[src/rtl/pe_leaf_tx_if.sv]
// Leaf transmitter bus: PE-side valid/ready word stream plus the network-side
// packet, resend and retry-count signals.
interface pe_leaf_tx_if #(
  parameter int num_leaves = 256,
  parameter int payload_sz = 23
);
  localparam int LW   = $clog2(num_leaves);
  localparam int DW   = payload_sz - LW;
  localparam int P_SZ = 1 + LW + payload_sz;

  logic            s_valid;
  logic            s_ready;
  logic [LW-1:0]   s_dest;
  logic [DW-1:0]   s_data;
  logic [P_SZ-1:0] pe_interface;
  logic            resend;
  logic [15:0]     retry_cnt;

  modport master (
    output s_valid, s_dest, s_data, resend,
    input  s_ready, pe_interface, retry_cnt
  );

  modport slave (
    input  s_valid, s_dest, s_data, resend,
    output s_ready, pe_interface, retry_cnt
  );
endinterface

[src/rtl/pe_leaf_tx.sv]
// Leaf-side packet transmitter: FIFO-buffered PE words, formatted into packets
// and held on resend. Define PE_TX_SEQ_EN to stamp a wrapping sequence number.
module pe_leaf_tx #(
  parameter int num_leaves = 256,
  parameter int payload_sz = 23,
  parameter int p_sz       = 32,
  parameter int FIFO_DEPTH = 4
) (
  input logic        clk,
  input logic        reset,
  pe_leaf_tx_if.slave bus
);
  localparam int LW = $clog2(num_leaves);
  localparam int DW = payload_sz - LW;
  localparam int AW = $clog2(FIFO_DEPTH);

  typedef enum logic {IDLE, SEND} state_t;

  state_t            state_q;
  logic [p_sz-1:0]   pkt_q;
  logic [15:0]       retry_q;
  logic [LW+DW-1:0]  mem_q [FIFO_DEPTH];
  logic [AW-1:0]     wr_ptr_q, rd_ptr_q;
  logic [AW:0]       count_q, count_d;
  logic [LW-1:0]     seq_stamp;
  logic [LW+DW-1:0]  head;
  logic [p_sz-1:0]   next_pkt;
  logic              full, empty, push, accept, load;

  assign full     = (count_q == (AW+1)'(FIFO_DEPTH));
  assign empty    = (count_q == '0);
  assign push     = bus.s_valid & bus.s_ready;
  assign accept   = (state_q == SEND) & ~bus.resend;
  assign load     = ((state_q == IDLE) | accept) & ~empty;
  assign head     = mem_q[rd_ptr_q];
  assign next_pkt = {1'b1, head[LW+DW-1:DW], seq_stamp, head[DW-1:0]};

  // Ready is gated by reset itself so the PE sees 0 throughout reset.
  assign bus.s_ready      = reset & ~full;
  assign bus.pe_interface = pkt_q;
  assign bus.retry_cnt    = retry_q;

  always_comb begin
    count_d = count_q;
    case ({push, load})
      2'b10:   count_d = count_q + (AW+1)'(1);
      2'b01:   count_d = count_q - (AW+1)'(1);
      default: count_d = count_q;
    endcase
  end

  always_ff @(posedge clk or negedge reset) begin
    if (!reset) begin
      wr_ptr_q <= '0;
      rd_ptr_q <= '0;
      count_q  <= '0;
    end else begin
      if (push) wr_ptr_q <= wr_ptr_q + AW'(1);
      if (load) rd_ptr_q <= rd_ptr_q + AW'(1);
      count_q <= count_d;
    end
  end

  always_ff @(posedge clk) begin
    if (push) mem_q[wr_ptr_q] <= {bus.s_dest, bus.s_data};
  end

`ifdef PE_TX_SEQ_EN
  logic [LW-1:0] seq_q;

  always_ff @(posedge clk or negedge reset) begin
    if (!reset)    seq_q <= '0;
    else if (load) seq_q <= seq_q + LW'(1);
  end

  assign seq_stamp = seq_q;
`else
  assign seq_stamp = '0;
`endif

  always_ff @(posedge clk or negedge reset) begin
    if (!reset) begin
      state_q <= IDLE;
      pkt_q   <= '0;
      retry_q <= '0;
    end else begin
      case (state_q)
        IDLE: begin
          if (!empty) begin
            state_q <= SEND;
            pkt_q   <= next_pkt;
          end
        end
        SEND: begin
          if (bus.resend) begin
            if (retry_q != '1) retry_q <= retry_q + 16'd1;
          end else if (!empty) begin
            pkt_q <= next_pkt;
          end else begin
            state_q <= IDLE;
            pkt_q   <= '0;
          end
        end
        default: begin
          state_q <= IDLE;
          pkt_q   <= '0;
        end
      endcase
    end
  end
endmodule
[src/flat_wrapper.sv]
// flat-port wrapper written by rule: the top's interface ports become plain ports
module pe_leaf_tx_flat 
#(
  parameter int num_leaves = 256,
  parameter int payload_sz = 23,
  parameter int p_sz       = 32,
  parameter int FIFO_DEPTH = 4
)
  (clk, reset, bus_s_valid, bus_s_dest, bus_s_data, bus_resend, bus_s_ready, bus_pe_interface, bus_retry_cnt);
  pe_leaf_tx_if #(.num_leaves(num_leaves), .payload_sz(payload_sz)) bus_i ();
  input logic clk;
  input logic reset;
  input wire logic [$bits(bus_i.s_valid)-1:0] bus_s_valid;
  input wire logic [$bits(bus_i.s_dest)-1:0] bus_s_dest;
  input wire logic [$bits(bus_i.s_data)-1:0] bus_s_data;
  input wire logic [$bits(bus_i.resend)-1:0] bus_resend;
  output wire logic [$bits(bus_i.s_ready)-1:0] bus_s_ready;
  output wire logic [$bits(bus_i.pe_interface)-1:0] bus_pe_interface;
  output wire logic [$bits(bus_i.retry_cnt)-1:0] bus_retry_cnt;
  assign bus_i.s_valid = bus_s_valid;
  assign bus_i.s_dest = bus_s_dest;
  assign bus_i.s_data = bus_s_data;
  assign bus_i.resend = bus_resend;
  assign bus_s_ready = bus_i.s_ready;
  assign bus_pe_interface = bus_i.pe_interface;
  assign bus_retry_cnt = bus_i.retry_cnt;
  pe_leaf_tx #(.num_leaves(num_leaves), .payload_sz(payload_sz), .p_sz(p_sz), .FIFO_DEPTH(FIFO_DEPTH)) u_core (.clk(clk), .reset(reset), .bus(bus_i));
endmodule
[config.mk]
export PLATFORM = sky130hd
export DESIGN_NAME = pe_leaf_tx_flat
export DESIGN_NICKNAME = d
export VERILOG_FILES = /design/src/rtl/pe_leaf_tx_if.sv /design/src/rtl/pe_leaf_tx.sv /design/src/flat_wrapper.sv
export SDC_FILE = /design/constraint.sdc
export NUM_CORES = 1
export LEC_CHECK = 0
export ABC_AREA = 1
export CORE_UTILIZATION = 59
export DETAILED_ROUTE_END_ITERATION = 8
export GPL_TIMING_DRIVEN = 0
export PLACE_DENSITY = 0.95
export SETUP_SLACK_MARGIN = 0.3
export SYNTH_ARGS = -nofsm -noshare
export SYNTH_HDL_FRONTEND = slang
export SYNTH_SLANG_ARGS = --single-unit
[constraint.sdc]
create_clock -name clk -period 5.3 [get_ports clk]
set_input_delay 1.06 -clock clk [delete_from_list [all_inputs] [get_ports clk]]
set_output_delay 1.06 -clock clk [all_outputs]
set_load 0.03 [all_outputs]
==> summary.md, run 1 <==
| Metric | Value |
|---|---|
| Status | completed |
| Multi-input logic area | 0.001647 mm² |
| Die area | 0.01030 mm² |
| Max cap viols | 0 |
| Post_cts resized | 0 |
| Num CTS Buffers | 17 |
| Mapped Area | between 0.005 and 0.006 mm² |
| Antenna Nets Post-Route | 0 |
| Setup Skew | roughly 0.013 ns |
| Detailed Place HPWL | slightly below 9 mm |
| Clock sinks | 140 |
| Row count | 35 |
| Fill cells | 549 |
| Crit path buffers/inverters | 3 |
| Post-Synthesis Cells | 527 |
| Synth Area per Inst | between 10 and 15 µm² |
| Gpl congestion | ~0.84 |
| Critical Path Slowest Stage Cell | clkdlybuf4s50_1 |
| Setup repair bufs after CTS | 0 |
| Overall routing resource usage | 0.2913 |
| Distinct cells, synth | 29 |
| Max Fclk | 277.5 MHz |
| Worst Hold Class | reg -> reg |
| CTS tree | done |
| Die Span Y | about 100 µm |
| CP Capture Type | output pin |
| Max H-tree Level | 4 |
| Root buffer cell | clkbuf_8 |
| Core Area | ~0.0094 mm² |
| Sequential share of the synthesized area | 0.6790 |
| Vias in the first global route | around 4400 |
| Via count | roughly 4400 |
| Initial Util | 0.6201 |
| DR iter-0 viols | between 300 and 400 |
| Fin crit share | 0.6799 |
| WP data required | between 4 and 5 ns |
| Busiest grt layer | met2 |
| ANT cells | 0 |
| IO Port Bufs | 67 |
| Pwr dens | about 550 mW/mm² |
| Seq. cell area | 0.003964 mm² |
| Final setup viols | 0 |
| Area Growth Syn to Fin | 26.08% |
| Clock buffer depth | 2 |
| Global-route wire length before repair | about 22 mm |
| Worst path cell trace | buf_2 > inv_1 > a31oi_1 > clkdlybuf4s50_1 |
| Met3 usage | 0.05521 |
| Leak pwr | 2.940 nW |
| Crit path kind | in -> out |
| Clock-pin slew on the worst setup and hold paths | about 0.06 ns |
| Drt drc | 0 |
| Hold Buf Count CTS | 0 |
| Worst-Margin Slew | 0.5947 ns |
| Post-synthesis register bit count | 140 |
| DRT Wirelength | between 10 and 15 mm |
| Min cycle time layout | around 3.6 ns |
| Slew HR | 0.6035 |
| Total I/O pin count | 76 |
| Total gr overflow | 0 |
| Max-slew violations | 0 |
| Crit path DAT | 2.54 ns |
| Number of warnings issued by yosys | 0 |
| Critical Path Source Type | primary input |
| Hold Crit Depth | 1 |
| Count of final hold-check violations | 0 |
| Worst VDD drop | 364.1 µV |
| Unrepaired setup endpoints after global routing | no |
| Layout cells sized above 1 | 0.1160 |
| Nets@finish | 659 |
| CP max FO | 25 |
| Total chip power | a little over 4 mW |
| Critical Path Max Stage Delay | about 0.70 ns |
| Met2 usage | 0.4956 |
| Wire length per cell | around 18 µm |
| Worst-case reg-to-reg path depth | 11 |
| Clock latency on the worst-skew pair | about 0.53 ns |
| Initial antenna violation count | 0 |
| Via-to-Cell Ratio | between 5 and 6 |
| CP Depth | 4 |
| Largest net degree at the start of global routing | 26 |
| Initial DRT Pass Iterations | 8 |
| Hold WS | 0.4890 ns |
| Worst path top cell family by delay | buffers and inverters |
| Die X-Extent | ~100 µm |
| GR Util met1 | 0.3701 |
==> where the power goes <==
part / total [mW] / internal [mW] / leakage [nW] / switching, mW
registers: 1.50 / 1.38 / 1.45 / 0.123
clock network: 1.15 / 0.680 / 0.275 / 0.474
logic: 1.38 / 0.467 / 1.22 / 0.915
==> state kept, by name, indices dropped and copies added, names as in the netlist <==
register / count
u_core.bus.pe_interface: 24
u_core.bus.retry_cnt: 16
u_core.count_q: 3
u_core.mem_q: 92
u_core.rd_ptr_q: 2
u_core.state_q: 1
u_core.wr_ptr_q: 2
==> final cells by class <==
cell class | count | area share
plain buffers | 30 | 0.02312
clock buffers | 18 | 0.05677
clock inverters | 14 | 0.02193
inverters | 25 | 0.01275
multi-input cells | 339 | 0.2237
flip-flops and latches | 140 | 0.5385
well taps | 129 | 0.02193
repair buffers | 72 | 0.1013
==> routing by layer <==
| metal | wire, µm | share of wire |
|---|---|---|
| met5 | 0 | 0 |
| met4 | 308 | 0.022 |
| met3 | 1029 | 0.074 |
| met2 | 7042 | 0.51 |
| met1 | 5438 | 0.39 |
==> kinds of logic after synthesis <==
family,synth area share
simple gates,0.1685
flops,0.6790
compound gates,0.07394
buf+inv,0.04522
xor+xnor,0.01650
fa+ha+maj,0.01629
other cells,0.0006423
==> layout by cell type (no fill, tap or decap), types with 3 or more instances in the layout <==
master / count
xor2_1: 6
nand2_2: 3
nand2_1: 123
ha_1: 6
clkdlybuf4s50_1: 66
buf_4: 8
xnor2_1: 5
nand3_1: 29
nor2_2: 7
nor2_1: 63
o21ai_0: 50
clkinv_4: 4
dfrtp_1: 48
conb_1: 8
inv_6: 4
inv_1: 23
buf_8: 4
clkbuf_16: 16
clkbuf_1: 11
buf_2: 11
nand4_1: 6
o22ai_1: 23
edfxtp_1: 92
==> cells in the mapped netlist, drive strengths merged <==
library cell | number | area share
edfxtp | 92 | 0.47
buf | 20 | 0.023
xor2 | 6 | 0.0090
nor2 | 71 | 0.048
o21ai | 52 | 0.047
dfrtp | 48 | 0.21
a21oi | 2 | 0.0017
clkbuf | 10 | 0.0064
fa | 1 | 0.0034
xnor2 | 5 | 0.0075
nand2 | 127 | 0.084
nand3 | 31 | 0.030
nand4 | 6 | 0.0064
ha | 6 | 0.013
a31oi | 1 | 0.0011
inv | 25 | 0.016
conb | 1 | 0.00064
o22ai | 23 | 0.025
==> per-stage QoR <==
stage	setup WS (ns)	std cells	setup TNS, ns	util	instance area, µm²
6_report	1.697	767	0	0.7818	7361
4_1_cts	1.663	767	0	0.7818	7361
2_1_floorplan	1.862	534	0	-	5864
3_3_place_gp	-0.5336	730	-44.91	0.7112	6696
3_5_place_dp	1.654	735	0	0.7203	6782
5_1_grt	1.561	767	0	0.7818	7361
==> worst paths after layout <==
| check | from | to | slack (ns) |
|---|---|---|---|
| max | reset | bus_s_ready | 1.70 |
| min | u_core.count_q[0]$_DFFE_PN0P_ | u_core.count_q[0]$_DFFE_PN0P_ | 0.49 |
| max reg2reg | u_core.count_q[0]$_DFFE_PN0P_ | u_core.count_q[2]$_DFFE_PN0P_ | 2.79 |
| min reg2reg | u_core.count_q[0]$_DFFE_PN0P_ | u_core.count_q[0]$_DFFE_PN0P_ | 0.49 |
| max in group asynchronous | reset | u_core.bus.pe_interface[4]$_DFFE_PN0P_ | 4.21 |
| min in group asynchronous | reset | u_core.bus.pe_interface[29]$_DFFE_PN0P_ | 0.54 |
==> worst reg2reg max path, cell delays in order (launching register included) <==
cell and delay, ns:
dfrtp_1 0.37, inv_1 0.11, nand3_1 0.09, nand2_1 0.20
inv_2 0.19, buf_2 0.29, ha_1 0.20, inv_1 0.08
fa_1 0.39, a21oi_1 0.17, o21ai_0 0.13, xor2_1 0.16
(Power assumes the default switching activity.)
==> run 2: changes to the inputs <==
--- a/config.mk
+++ b/config.mk
@@ -6,10 +6,10 @@
 export NUM_CORES = 1
 export LEC_CHECK = 0
 export ABC_AREA = 1
-export CORE_UTILIZATION = 59
+export CORE_UTILIZATION = 55
 export DETAILED_ROUTE_END_ITERATION = 8
 export GPL_TIMING_DRIVEN = 0
-export PLACE_DENSITY = 0.95
+export PLACE_DENSITY = 0.92
 export SETUP_SLACK_MARGIN = 0.3
 export SYNTH_ARGS = -nofsm -noshare
 export SYNTH_HDL_FRONTEND = slang
==> constraint.sdc (replaced) <==
create_clock -name clk -period 3.6 [get_ports clk]
set_input_delay 0.72 -clock clk [delete_from_list [all_inputs] [get_ports clk]]
set_output_delay 0.72 -clock clk [all_outputs]
set_load 0.03 [all_outputs]
==> summary.md, run 2 (synthesized netlist as in run 1, its figures left out) <==
| Metric | Value |
|---|---|
| Status | completed |
| R2R Path Start | u_core.count_q[0]$_DFFE_PN0P_ |
| Final core occ | 0.7111 (-0.07073) |
| Worst path cell trace | buf_2 > inv_1 > a31oi_1 > clkdlybuf4s50_1 |
| Leak pwr | 2.921 nW (-0.64%) |
| Max H-tree Level | 4 (unchanged) |
| Overall routing resource usage | 0.2727 (-0.01860) |
| Antenna Nets Post-Route | 0 (unchanged) |
| Most frequent cells in the layout | nand2_1, edfxtp_1, clkdlybuf4s50_1 |
| Largest net degree at the start of global routing | 27 (+3.8%) |
| Initial Util | 0.5655 (-0.05456) |
| ANT cells | 0 (unchanged) |
| Unrepaired setup endpoints after global routing | no |
| Crit path kind | in -> out |
| Reg-to-reg endpoint | u_core.count_q[2]$_DFFE_PN0P_ |
| Total I/O pin count | 76 (unchanged) |
| Initial DRT Pass Iterations | 5 (-3) |
| Initial antenna violation count | 0 (unchanged) |
| Num CTS Buffers | 17 (unchanged) |
| Worst VDD drop | 537.4 µV (+48%) |
| Slew HR | 0.3130 (-0.2906) |
| DR iter-0 viols | 451 (+40%) |
| Largest reg by FF count | u_core.mem_q |
| Core Area | 0.01032 mm² (+9.6%) |
| IO Port Bufs | 67 (unchanged) |
| Die Span Y | 105.0 µm (+3.5%) |
| Die area | 0.01103 mm² (+7.1%) |
| Critical Path Slowest Stage Cell | clkdlybuf4s50_1 |
| Worst Hold Class | in -> async |
| R2R Setup Slk | 1.21 ns (-1.58 ns) |
| Detailed Place HPWL | 9.058 mm (+2.6%) |
| Drt drc | 0 (unchanged) |
| Wire length per cell | 17.84 µm (-0.95%) |
| Setup Skew | 0.01050 ns (-0.002915 ns) |
| CP Capture Type | output pin |
| Area Growth Syn to Fin | 25.74% |
| Pwr dens | 798.4 mW/mm² (+46%) |
| Hold Buf Count CTS | 0 (unchanged) |
| Setup repair bufs after CTS | 0 (unchanged) |
| Clock-pin slew on the worst setup and hold paths | 0.06 ns (about the same) |
| Max Fclk | 339.1 MHz |
| Via count | 4417 (-0.045%) |
| Clock latency on the worst-skew pair | 0.53 ns (about the same) |
| CTS tree | done |
| Vias in the first global route | 4559 (+4.1%) |
| Gpl congestion | 0.8981 (+6.4%) |
| Worst-case reg-to-reg path depth | 11 (unchanged) |
| Post_cts resized | 0 (unchanged) |
| Clock buffer depth | 2 (unchanged) |
| Global-route wire length before repair | 22.46 mm (+2.1%) |
| Max FFs per register | 92 (unchanged) |
| Nets@finish | 659 (unchanged) |
| Layout cells sized above 1 | 0.1160 (unchanged) |
| Hold WS | 0.1943 ns (-0.2946 ns) |
| Clock sinks | 140 (unchanged) |
| Die X-Extent | 105.0 µm (+3.5%) |
| Critical Path Max Stage Delay | 0.72 ns (+0.02 ns) |
| Via-to-Cell Ratio | 5.707 (-0.95%) |
| Max cap viols | 0 (unchanged) |
| Max-slew violations | 0 (unchanged) |
| Count of final hold-check violations | 0 (unchanged) |
| Crit path DAT | 2.23 ns (-0.31 ns) |
| Worst Setup SP | reset |
| Commonest non-fill, non-tap cell in the layout | nand2_1 |
| Fin crit share | 0.8192 |
| CP max FO | 24 (-4.0%) |
| DRT Wirelength | 13.81 mm (about the same) |
| Min cycle time layout | slightly below 3 ns |
| Critical Path Source Type | primary input |
| Row count | 37 (+5.7%) |
| Final setup viols | 0 (unchanged) |
| WP data required | 2.88 ns (-1.36 ns) |
| Total gr overflow | 0 (unchanged) |
| Worst-Margin Slew | 1.029 ns (+0.4348 ns) |
| Root buffer cell | clkbuf_8 |
run 2: critical path, delay by kind of cell:
family	cells	cell delay, ns
AO/OA/AOI/OAI	1	0.23
buffers and inverters	3	1.27
run 2: how the worst max path moves through the flow:
stage	endpoint
3_3_place_gp	u_core.mem_q[0][9]$_DFFE_PP_
5_1_grt	bus_s_ready
3_5_place_dp	u_core.mem_q[0][7]$_DFFE_PP_
6_report	bus_s_ready
4_1_cts	bus_s_ready
2_1_floorplan	u_core.mem_q[0][0]$_DFFE_PP_
run 2: stage by stage:
| stage | total power, mW | setup TNS (ns) | instance area [µm²] | instances | setup WS (ns) |
|---|---|---|---|---|---|
| floorplan | 3.422 | 0 | 5864 | 534 | 0.5018 |
| global placement | 4.065 | -183.45 | 6705 | 737 | -1.981 |
| detailed placement | 4.205 | 0 | 6787 | 742 | 0.3842 |
| CTS | 5.846 | 0 | 7341 | 774 | 0.5960 |
| global route | 6.135 | 0 | 7341 | 774 | 0.4656 |
| finish | 5.861 | 0 | 7341 | 774 | 0.6510 |
run 2: cell type report:
cell class | instances | area, µm²
Inverter | 25 | 93.84
Buffer | 30 | 170.2
Multi-Input combinational cell | 339 | 1647
Timing Repair Buffer | 72 | 742.0
Clock inverter | 15 | 140.1
Fill cell | 639 | 2983
Tap cell | 136 | 170.2
Sequential cell | 140 | 3964
Clock buffer | 17 | 414.1
run 2: power by group:
group / switching [mW] / internal, mW
Combinational: 1.35 / 0.687
Clock: 0.706 / 0.926
Sequential: 0.171 / 2.03
Total: 2.22 / 3.64
run 2: metal layers:
layer	up-vias	GRT usage	part of all wire
met5	-	0	0
met4	0	0.1439	0.019
met3	34	0.06862	0.095
met2	279	0.4465	0.51
met1	2124	0.3348	0.38
li1	1980	-	-
==> run 3: changes to the inputs <==
==> constraint.sdc (replaced) <==
create_clock -name clk -period 2.8 [get_ports clk]
set_input_delay 0.56 -clock clk [delete_from_list [all_inputs] [get_ports clk]]
set_output_delay 0.56 -clock clk [all_outputs]
set_load 0.03 [all_outputs]
==> summary.md, run 3 (synthesized netlist as in run 1, its figures left out) <==
| Metric | Value |
|---|---|
| Min cycle time layout | between 2 and 2.5 ns |
| Antenna Nets Post-Route | 0 (unchanged) |
| Max FFs per register | 92 (unchanged) |
| Clock sinks | 140 (unchanged) |
| IO Port Bufs | 67 (unchanged) |
| ANT cells | 0 (unchanged) |
| Seq. cell area | 0.003964 mm² (unchanged) |
| Max cap viols | 0 (unchanged) |
| Via-to-Cell Ratio | 5.723 (+0.29%) |
| Critical Path Slowest Stage Cell | nand2_1 |
| Drt drc | 0 (unchanged) |
| Inst Count DP | 738 (-0.54%) |
| Initial antenna violation count | 0 (unchanged) |
| Status | completed |
| Crit path DAT | 2.75 ns (+0.52 ns) |
| CTS tree | done |
| Nets@finish | 658 (-0.15%) |
| Multi-input logic area | 0.001669 mm² (+1.4%) |
| Reg-to-reg endpoint | u_core.count_q[2]$_DFFE_PN0P_ |
| Max Fclk | approximately 430 MHz |
| Slew HR | 0.3403 (+0.02731) |
| Setup repair bufs after CTS | 0 (unchanged) |
| Fin crit share | 0.8373 |
| Dpl cell area | 0.006738 mm² (-0.72%) |
| Max-slew violations | 0 (unchanged) |
| Clock latency on the worst-skew pair | 0.53 ns (about the same) |
| Num CTS Buffers | 17 (unchanged) |
| Wire length per cell | 17.77 µm (-0.44%) |
| Max H-tree Level | 4 (unchanged) |
| Layout cells sized above 1 | 0.1068 (-0.009237) |
| Total I/O pin count | 76 (unchanged) |
| Global-route wire length before repair | 21.78 mm (-3.0%) |
| Worst Hold Class | in -> async |
| Gpl congestion | 0.8783 (-2.2%) |
| R2R Setup Slk | 0.46 ns (-0.75 ns) |
| Worst VDD drop | 562.0 µV (+4.6%) |
| Worst-Margin Slew | 0.9863 ns (-0.04312 ns) |
| Pwr dens | 1021 mW/mm² (+28%) |
| Core Area | 0.01032 mm² (unchanged) |
| Worst path cell trace | inv_1 > a31oi_1 > nand2_1 > ha_1 > inv_1 > fa_1 > a21oi_1 > o21ai_0 > xor2_1 |
| Worst-case reg-to-reg path depth | 9 (-2) |
| Initial DRT Pass Iterations | 6 (+1) |
| Leak pwr | 2.924 nW (about the same) |
| Unrepaired setup endpoints after global routing | no |
| Count of final hold-check violations | 0 (unchanged) |
| Area Growth Syn to Fin | 25.74% (unchanged) |
| Largest reg by FF count | u_core.mem_q |
| Die area | 0.01103 mm² (unchanged) |
| Crit path kind | reg -> reg |
| Largest net degree at the start of global routing | 26 (-3.7%) |
| Detailed Place HPWL | 8.731 mm (-3.6%) |
| Via count | 4424 (+0.16%) |
| Most common cell on crit path | inv_1 |
| Final instance area | 0.007341 mm² (unchanged) |
| Critical Path Source Type | flop |
| Fill cells | 642 (+0.47%) |
| Row count | 37 (unchanged) |
| Critical Path Max Stage Delay | 0.43 ns (-0.29 ns) |
| Final setup viols | 0 (unchanged) |
| CP max FO | 8 (-67%) |
| CP Capture Type | flop |
| Clock-pin slew on the worst setup and hold paths | 0.06 ns (about the same) |
| Total gr overflow | 0 (unchanged) |
| Initial Util | 0.5655 (unchanged) |
| Most frequent cells in the layout | nand2_1, edfxtp_1, clkdlybuf4s50_1 |
| Die Span Y | 105.0 µm (unchanged) |
| Final cell count without fillers | 773 (-0.13%) |
| Clock buffer depth | 2 (unchanged) |
| R2R Path Start | u_core.count_q[0]$_DFFE_PN0P_ |
| Root buffer cell | clkbuf_8 |
| WP data required | 3.21 ns (+0.33 ns) |
| Setup Skew | 0.01125 ns (+0.0007513 ns) |
| Die X-Extent | 105.0 µm (unchanged) |
| DRT Wirelength | 13.73 mm (-0.56%) |
| Overall routing resource usage | 0.2615 (-0.01120) |
| DR iter-0 viols | 578 (+28%) |
| Vias in the first global route | 4297 (-5.7%) |
| Commonest non-fill, non-tap cell in the layout | nand2_1 |
[run 3: cell count changes in the layout (fill, tap and decap cells not counted), moves of 3 or more]
cell,previous run,this run
clkinv_2,1,4
buf_8,3,0
nor2_2,7,3
clkbuf_8,1,4
clkbuf_1,10,14
inv_6,4,0
clkinvlp_4,5,2
nor2_4,1,5
[run 3: report_power, final]
group          switching [mW]  internal (mW)
clock network           0.802           1.24
logic                    1.74          0.876
registers               0.230           2.61
[run 3: critical path, delay by kind of cell (launching register included)]
kind            cells  cell delay [ns]
compound gates      3             0.40
xor+xnor            1             0.16
fa+ha+maj           2             0.63
buf+inv             2             0.21
flops               1             0.39
simple gates        1             0.43
[run 3: metal layers]
layer | track usage | wire [µm] | up-vias
li1 | - | - | 1973
met1 | 0.3340 | 5485 | 2149
met2 | 0.4366 | 6880 | 279
met3 | 0.05303 | 1161 | 23
met4 | 0.1097 | 205 | 0
met5 | 0 | 0 | -
[run 3: how the worst max path moves through the flow]
stage	startpoint	to	slack [ns]	cells after the start
after floorplan	reset	u_core.mem_q[0][0]$_DFFE_PP_	0.17	4
after global routing	u_core.count_q[0]$_DFFE_PN0P_	u_core.count_q[2]$_DFFE_PN0P_	0.32	9
after CTS	u_core.count_q[1]$_DFFE_PN0P_	u_core.mem_q[1][1]$_DFFE_PP_	0.28	4
after detailed placement	reset	u_core.mem_q[0][17]$_DFFE_PP_	-0.68	6
after global placement	reset	u_core.mem_q[0][18]$_DFFE_PP_	-1.99	5
final	u_core.count_q[0]$_DFFE_PN0P_	u_core.count_q[2]$_DFFE_PN0P_	0.46	9
[run 3: per-stage QoR]
| step | util | hold WS, ns | setup slack [ns] | power [mW] | setup TNS [ns] |
|---|---|---|---|---|---|
| after floorplan | - | 0.2644 | 0.1729 | 4.405 | 0 |
| after global routing | 0.7111 | 0.01809 | 0.3162 | 7.811 | 0 |
| final | 0.7111 | 0.006149 | 0.4555 | 7.496 | 0 |
| after global placement | 0.6505 | 0.4642 | -1.988 | 5.245 | -197.14 |
| after CTS | 0.7094 | 0.002108 | 0.2840 | 7.444 | 0 |
| after detailed placement | 0.6526 | 0.4838 | -0.6757 | 5.392 | -58.98 |
[run 3: layout make-up]
type	count	area share
plain buffers	30	0.02318
clock buffers	24	0.06409
inverters	25	0.01278
multi-input cells	339	0.2274
well taps	136	0.02318
clock inverters	8	0.009374
flip-flops and latches	140	0.5400
repair buffers	71	0.1001
[run 3: what timing repair did]
action                                  CTS  global route
resized for setup                         3             4
pin swaps                                 0             0
endpoints found under the setup margin   94            70
hold buffers                              3             0
hold endpoints to repair                 25             0
